File: src/rtl/exu_gpr_acc_if.sv
// GPR register-file port bundle.
// The accessor drives the read/write address and data; the file returns the read data.
interface exu_gpr_if_t #(
  parameter int XLEN = 32,
  parameter int AW   = 5
);
  logic [AW-1:0]   ra1;
  logic [AW-1:0]   ra2;
  logic            wen;
  logic [AW-1:0]   wa;
  logic [XLEN-1:0] wd;
  logic [XLEN-1:0] rd1;
  logic [XLEN-1:0] rd2;

  modport mst (
    output ra1, ra2, wen, wa, wd,
    input  rd1, rd2
  );

  modport slv (
    input  ra1, ra2, wen, wa, wd,
    output rd1, rd2
  );
endinterface

File: src/rtl/exu_gpr_acc.sv
// Single-register GPR accessor for the debug path.
// It arbitrates for one GPR mux channel and gives up with an error if no grant arrives in time.
module exu_gpr_acc #(
  parameter int XLEN        = 32,
  parameter int AW          = 5,
  parameter int TIMEOUT_CYC = 16
) (
  input  logic            clk,
  input  logic            rst_n,
  input  logic            req_vld,
  output logic            req_rdy,
  input  logic            req_wr,
  input  logic [AW-1:0]   req_addr,
  input  logic [XLEN-1:0] req_wdata,
  output logic            rsp_vld,
  input  logic            rsp_rdy,
  output logic [XLEN-1:0] rsp_rdata,
  output logic            rsp_err,
  output logic            chn_req,
  input  logic            chn_gnt,
  exu_gpr_if_t.mst        gpr_mst
);

  localparam int CW = (TIMEOUT_CYC == 0) ? 1
                    : $clog2(TIMEOUT_CYC + 1);
  localparam logic [CW-1:0] TO_LIM =
    CW'((TIMEOUT_CYC == 0) ? 0 : TIMEOUT_CYC - 1);

  typedef enum logic [1:0] {
    IDLE = 2'd0,
    ARB  = 2'd1,
    RSP  = 2'd2
  } state_t;

  state_t          state_q, state_d;
  logic            wr_q, wr_d;
  logic [AW-1:0]   addr_q, addr_d;
  logic [XLEN-1:0] wdata_q, wdata_d;
  logic [XLEN-1:0] rdata_q, rdata_d;
  logic            err_q, err_d;
  logic [CW-1:0]   cnt_q, cnt_d;

  logic unused_rd2;
  assign unused_rd2 = ^gpr_mst.rd2;

  always_ff @(posedge clk or negedge rst_n) begin
    if (!rst_n) begin
      state_q <= IDLE;
      wr_q    <= 1'b0;
      addr_q  <= '0;
      wdata_q <= '0;
      rdata_q <= '0;
      err_q   <= 1'b0;
      cnt_q   <= '0;
    end else begin
      state_q <= state_d;
      wr_q    <= wr_d;
      addr_q  <= addr_d;
      wdata_q <= wdata_d;
      rdata_q <= rdata_d;
      err_q   <= err_d;
      cnt_q   <= cnt_d;
    end
  end

  always_comb begin
    state_d     = state_q;
    wr_d        = wr_q;
    addr_d      = addr_q;
    wdata_d     = wdata_q;
    rdata_d     = rdata_q;
    err_d       = err_q;
    cnt_d       = cnt_q;
    req_rdy     = 1'b0;
    rsp_vld     = 1'b0;
    rsp_rdata   = '0;
    rsp_err     = 1'b0;
    chn_req     = 1'b0;
    gpr_mst.ra1 = '0;
    gpr_mst.ra2 = '0;
    gpr_mst.wa  = '0;
    gpr_mst.wd  = '0;
    gpr_mst.wen = 1'b0;
    unique case (state_q)
      IDLE: begin
        req_rdy = 1'b1;
        if (req_vld) begin
          wr_d    = req_wr;
          addr_d  = req_addr;
          wdata_d = req_wdata;
          cnt_d   = '0;
          state_d = ARB;
        end
      end
      ARB: begin
        chn_req     = 1'b1;
        gpr_mst.ra1 = addr_q;
        gpr_mst.wa  = addr_q;
        gpr_mst.wd  = wdata_q;
        gpr_mst.wen = wr_q;
        if (chn_gnt) begin
          // x0 reads as zero regardless of what the file returns
          rdata_d = (wr_q || addr_q == '0) ? '0
                  : gpr_mst.rd1;
          err_d   = 1'b0;
          state_d = RSP;
        end else begin
          if (!(&cnt_q)) cnt_d = cnt_q + 1'b1;
          if (TIMEOUT_CYC != 0 && cnt_q == TO_LIM) begin
            rdata_d = '0;
            err_d   = 1'b1;
            state_d = RSP;
          end
        end
      end
      RSP: begin
        rsp_vld   = 1'b1;
        rsp_rdata = rdata_q;
        rsp_err   = err_q;
        if (rsp_rdy) state_d = IDLE;
      end
      default: state_d = IDLE;
    endcase
  end

endmodule

File: src/flat_wrapper.sv
// flat-port wrapper written by rule: the top's interface ports become plain ports
module exu_gpr_acc_flat 
#(
  parameter int XLEN        = 32,
  parameter int AW          = 5,
  parameter int TIMEOUT_CYC = 16
)
  (clk, rst_n, req_vld, req_rdy, req_wr, req_addr, req_wdata, rsp_vld, rsp_rdy, rsp_rdata, rsp_err, chn_req, chn_gnt, gpr_mst_ra1, gpr_mst_ra2, gpr_mst_wen, gpr_mst_wa, gpr_mst_wd, gpr_mst_rd1, gpr_mst_rd2);
  exu_gpr_if_t #(.XLEN(XLEN), .AW(AW)) gpr_mst_i ();
  input  logic clk;
  input  logic rst_n;
  input  logic req_vld;
  output logic req_rdy;
  input  logic req_wr;
  input  logic [AW-1:0] req_addr;
  input  logic [XLEN-1:0] req_wdata;
  output logic rsp_vld;
  input  logic rsp_rdy;
  output logic [XLEN-1:0] rsp_rdata;
  output logic rsp_err;
  output logic chn_req;
  input  logic chn_gnt;
  output wire logic [$bits(gpr_mst_i.ra1)-1:0] gpr_mst_ra1;
  output wire logic [$bits(gpr_mst_i.ra2)-1:0] gpr_mst_ra2;
  output wire logic [$bits(gpr_mst_i.wen)-1:0] gpr_mst_wen;
  output wire logic [$bits(gpr_mst_i.wa)-1:0] gpr_mst_wa;
  output wire logic [$bits(gpr_mst_i.wd)-1:0] gpr_mst_wd;
  input wire logic [$bits(gpr_mst_i.rd1)-1:0] gpr_mst_rd1;
  input wire logic [$bits(gpr_mst_i.rd2)-1:0] gpr_mst_rd2;
  assign gpr_mst_ra1 = gpr_mst_i.ra1;
  assign gpr_mst_ra2 = gpr_mst_i.ra2;
  assign gpr_mst_wen = gpr_mst_i.wen;
  assign gpr_mst_wa = gpr_mst_i.wa;
  assign gpr_mst_wd = gpr_mst_i.wd;
  assign gpr_mst_i.rd1 = gpr_mst_rd1;
  assign gpr_mst_i.rd2 = gpr_mst_rd2;
  exu_gpr_acc #(.XLEN(XLEN), .AW(AW), .TIMEOUT_CYC(TIMEOUT_CYC)) u_core (.clk(clk), .rst_n(rst_n), .req_vld(req_vld), .req_rdy(req_rdy), .req_wr(req_wr), .req_addr(req_addr), .req_wdata(req_wdata), .rsp_vld(rsp_vld), .rsp_rdy(rsp_rdy), .rsp_rdata(rsp_rdata), .rsp_err(rsp_err), .chn_req(chn_req), .chn_gnt(chn_gnt), .gpr_mst(gpr_mst_i));
endmodule
File: config.mk
export PLATFORM = sky130hd
export DESIGN_NAME = exu_gpr_acc_flat
export DESIGN_NICKNAME = d
export VERILOG_FILES = /design/src/rtl/exu_gpr_acc_if.sv /design/src/rtl/exu_gpr_acc.sv /design/src/flat_wrapper.sv
export SDC_FILE = /design/constraint.sdc
export NUM_CORES = 1
export LEC_CHECK = 0
export CAP_MARGIN = 10
export CORE_MARGIN = 2
export CORE_UTILIZATION = 39
export CTS_CLUSTER_SIZE = 28
export DETAILED_ROUTE_END_ITERATION = 10
export PLACE_DENSITY = 0.8
export REMOVE_ABC_BUFFERS = 1
export SYNTH_ARGS = -nofsm -noshare
export SYNTH_HDL_FRONTEND = slang
export SYNTH_SLANG_ARGS = --single-unit
File: constraint.sdc
create_clock -name clk -period 2.7 [get_ports clk]
set_clock_uncertainty 0.05 [all_clocks]
set_input_delay 0.27 -clock clk [delete_from_list [all_inputs] [get_ports clk]]
set_output_delay 0.27 -clock clk [all_outputs]
set_load 0.005 [all_outputs]
==> impl_results.md <==
* Commonest non-fill, non-tap cell in the layout: clkdlybuf4s50_1
* Die ar. at ~9800 um^2
* H-tree levels at 3
* Register area share after synthesis at 55.4%
* # diodes at 0
* Finished Core Util at 61.2%
* CTS Buffer Depth at 2
* CP required at approximately 2.4 ns
* Die W at about 100 um
* Worst path top cell family by delay: buffers and inverters
* Fin cells at roughly 620
* Largest net degree at the start of global routing at 79
* Placer Congestion at 0.748
* Worst-Margin Slew at between 0.9 and 1 ns
* GR Overflow Total at 0
* Relative slew margins at approximately 36%
* Reg2Reg Setup Slack at approximately 0.36 ns
* Cell Chain, Critical Path: nand2b_1 > inv_1 > buf_4 > and2_1 > clkdlybuf4s50_1
* Synthesis-to-layout area growth at 51.6%
* Worst-path clk slew at approximately 0.08 ns
* Reg power frac at between 30% and 40%
* GRT Util Overall at roughly 18%
* Number of antenna violations at the first check in global routing at 0
* Top_reg_cell synth: dfrtp_1
* Most frequent cells in the layout: clkdlybuf4s50_1, nand2_1, dfrtp_1
* Fin crit share at a little over nine tenths
* Vias per cell at between 4 and 5
* Drt total wl at around 8.7 mm
* Nets@finish at slightly above 600
* Worst vdd ir at a little under 0.5 mV
* Status: complete, no violations
* Max Freq at 394 MHz
* Initial core utilization at around two fifths
* WP buf/inv at 3
* RSZ-0062 raised after global routing: false
* DRC at 0
* Num Clock Sinks at slightly below 80
* Final worst slack at 0.161 ns
* Pre-CTS WS at ~0.38 ns
* Reg2reg path depth at 6
* Switch Pwr at roughly 1.5 mW
* DP Area at between 5000 and 6000 um^2
* Largest stage delay, worst path at a little over 0.5 ns
* Synthesized flop and latch total at 78
* Max_cap viols at 0
* Fraction of layout cells with a size suffix above 1 at 5.64%
* CP endpoint: gpr_mst_wa[0]
* Total iterations of the first detailed-routing run at 4
* I/O Buffers at ~150
* Hold slack at 0.00897 ns
* Internal Dissipation at ~3.4 mW
* Start of the worst register-to-register path: u_core.cnt_q[0]
* Startpoint types: register
* Async SR Flop Fraction at between 90% and 100%
* IO Count at about 190
* Worst hold path class: in -> async
* P_leak at 2.48 nW
* CTS Hold Bufs at 0
* CP max-delay cell: clkdlybuf4s50_1
* Num rows at 34
* Switching part of the total at 31.6%
* Crit path max fanout at 41
* CTS resizes at 0
* CTS Buf Count at 9
* Detail Route Antenna Nets at 0
* Clock period minus worst slack at between 2 and 3 ns
* Routed len/inst at approximately 14 um
* Crit path from: u_core.state_q[1]
* Crit Path Class: reg -> out
* Setup crit end kind: output port
* TritonCTS clock tree: yes
* Initial DRC Count at around 110
* Area of the core at roughly 8700 um^2
* Die height at between 90 and 100 um
* Number of global-route vias before repair at about 3000
* Yosys warns at 0
* Detailed Place HPWL at about 6 mm
* Clock latency at the later pin of the worst-skew pair at 0.33 ns
* Fill count at between 700 and 800
* CTS root buf: clkbuf_8
* Final setup vio count at 0
* Post-CTS Setup Bufs at 0
* Avg Cell Area, Syn at about 9.6 um^2
* EDFF count, synth at 0
* Global-route wire length before repair at 14.1 mm
* Post-synth cell types at 29
* Vias at between 2000 and 3000
* Cells after Synth at 367
* Placed cells at 606
* R2R Path End: u_core.cnt_q[3]
* Cell area power density at 918 nW/um^2
* Hold Violations, Final at 0
* Gate power share at around two fifths
* Power share of the clock group at approximately a fifth
* Post-layout instance area at about 5300 um^2
* Number of cells on the critical path at 5
* Slew Viols, Final at 0
* Area of the mapped netlist at ~3500 um^2
* Crit path arrival time at roughly 2.2 ns
-- cell type report --
type	count	area [um^2]	area share [%]
clock inverters	3	65.1	1.22
repair buffers	160	1580	29.6
flip-flops and latches	78	1950	36.6
clock buffers	13	169	3.16
multi-input cells	255	1420	26.6
well taps	108	135	2.53
inverters	5	18.8	0.351
-- how the worst min path moves through the flow --
stage | slack, ns | cells after the start | to | from
3_5_place_dp | 0.40 | 2 | u_core.wdata_q[28] | u_core.wdata_q[28]
2_1_floorplan | -0.08 | 0 | u_core.addr_q[0] | rst_n
4_1_cts | 0.06 | 1 | u_core.rdata_q[20] | rst_n
3_3_place_gp | 0.40 | 2 | u_core.wdata_q[27] | u_core.wdata_q[27]
5_1_grt | 0.12 | 1 | u_core.err_q | rst_n
6_report | 0.009 | 1 | u_core.rdata_q[7] | rst_n
-- state kept, by name, indices dropped and copies added, names as in the netlist --
register,flops
u_core.err_q,1
u_core.wdata_q,32
u_core.wr_q,1
u_core.cnt_q,5
u_core.addr_q,5
u_core.state_q,2
u_core.rdata_q,32
-- stage by stage --
stage | total power [mW] | setup TNS, ns
global route | 5.26 | 0
global placement | 3.89 | 0
CTS | 4.98 | 0
detailed placement | 3.97 | 0
finish | 4.90 | 0
floorplan | 2.84 | -7.97
-- synthesized netlist by cell type, types with 2 or more instances --
cell type	count	share of area, %
a21oi_1	2	0.28
a22o_1	32	8.0
and2_1	71	13
buf_4	10	2.1
clkbuf_1	21	2.2
dfrtp_1	78	55
ha_1	3	1.1
inv_1	5	0.53
nand2_1	117	12
nand3_1	3	0.43
nor2_1	3	0.32
o211ai_1	2	0.43
o21ai_0	3	0.43
or4_1	2	0.43
-- cells by family after synthesis --
logic type               synth area share (%)
AO/OA/AOI/OAI                            9.87
adder cells (fa/ha/maj)                  1.07
buffers and inverters                    5.36
flip-flops                               55.4
multiplexers                            0.320
other                                   0.106
AND/OR/NAND/NOR                          27.9
-- power groups by stage --
stage | logic (mW) | registers [mW] | clock network (mW)
global route | 2.23 | 1.97 | 1.06
global placement | 1.98 | 1.91 | 0
floorplan | 1.00 | 1.84 | 0
finish | 2.01 | 1.91 | 0.988
detailed placement | 2.05 | 1.92 | 0
CTS | 2.05 | 1.91 | 1.01
-- layer usage --
layer  part of all wire (%)  track usage [%]
met1                     44             22.6
met3                     11             7.09
met2                     44             28.1
met5                      0                0
met4                   0.92             5.69
-- worst reg2reg max path: stages (launching register included) --
cell     delay, ns
dfrtp_1       0.41
ha_1          0.23
and3_1        0.21
ha_1          0.20
or4b_1        0.60
or4_1         0.50
nand2_1       0.08
(Power assumes the default switching activity.)
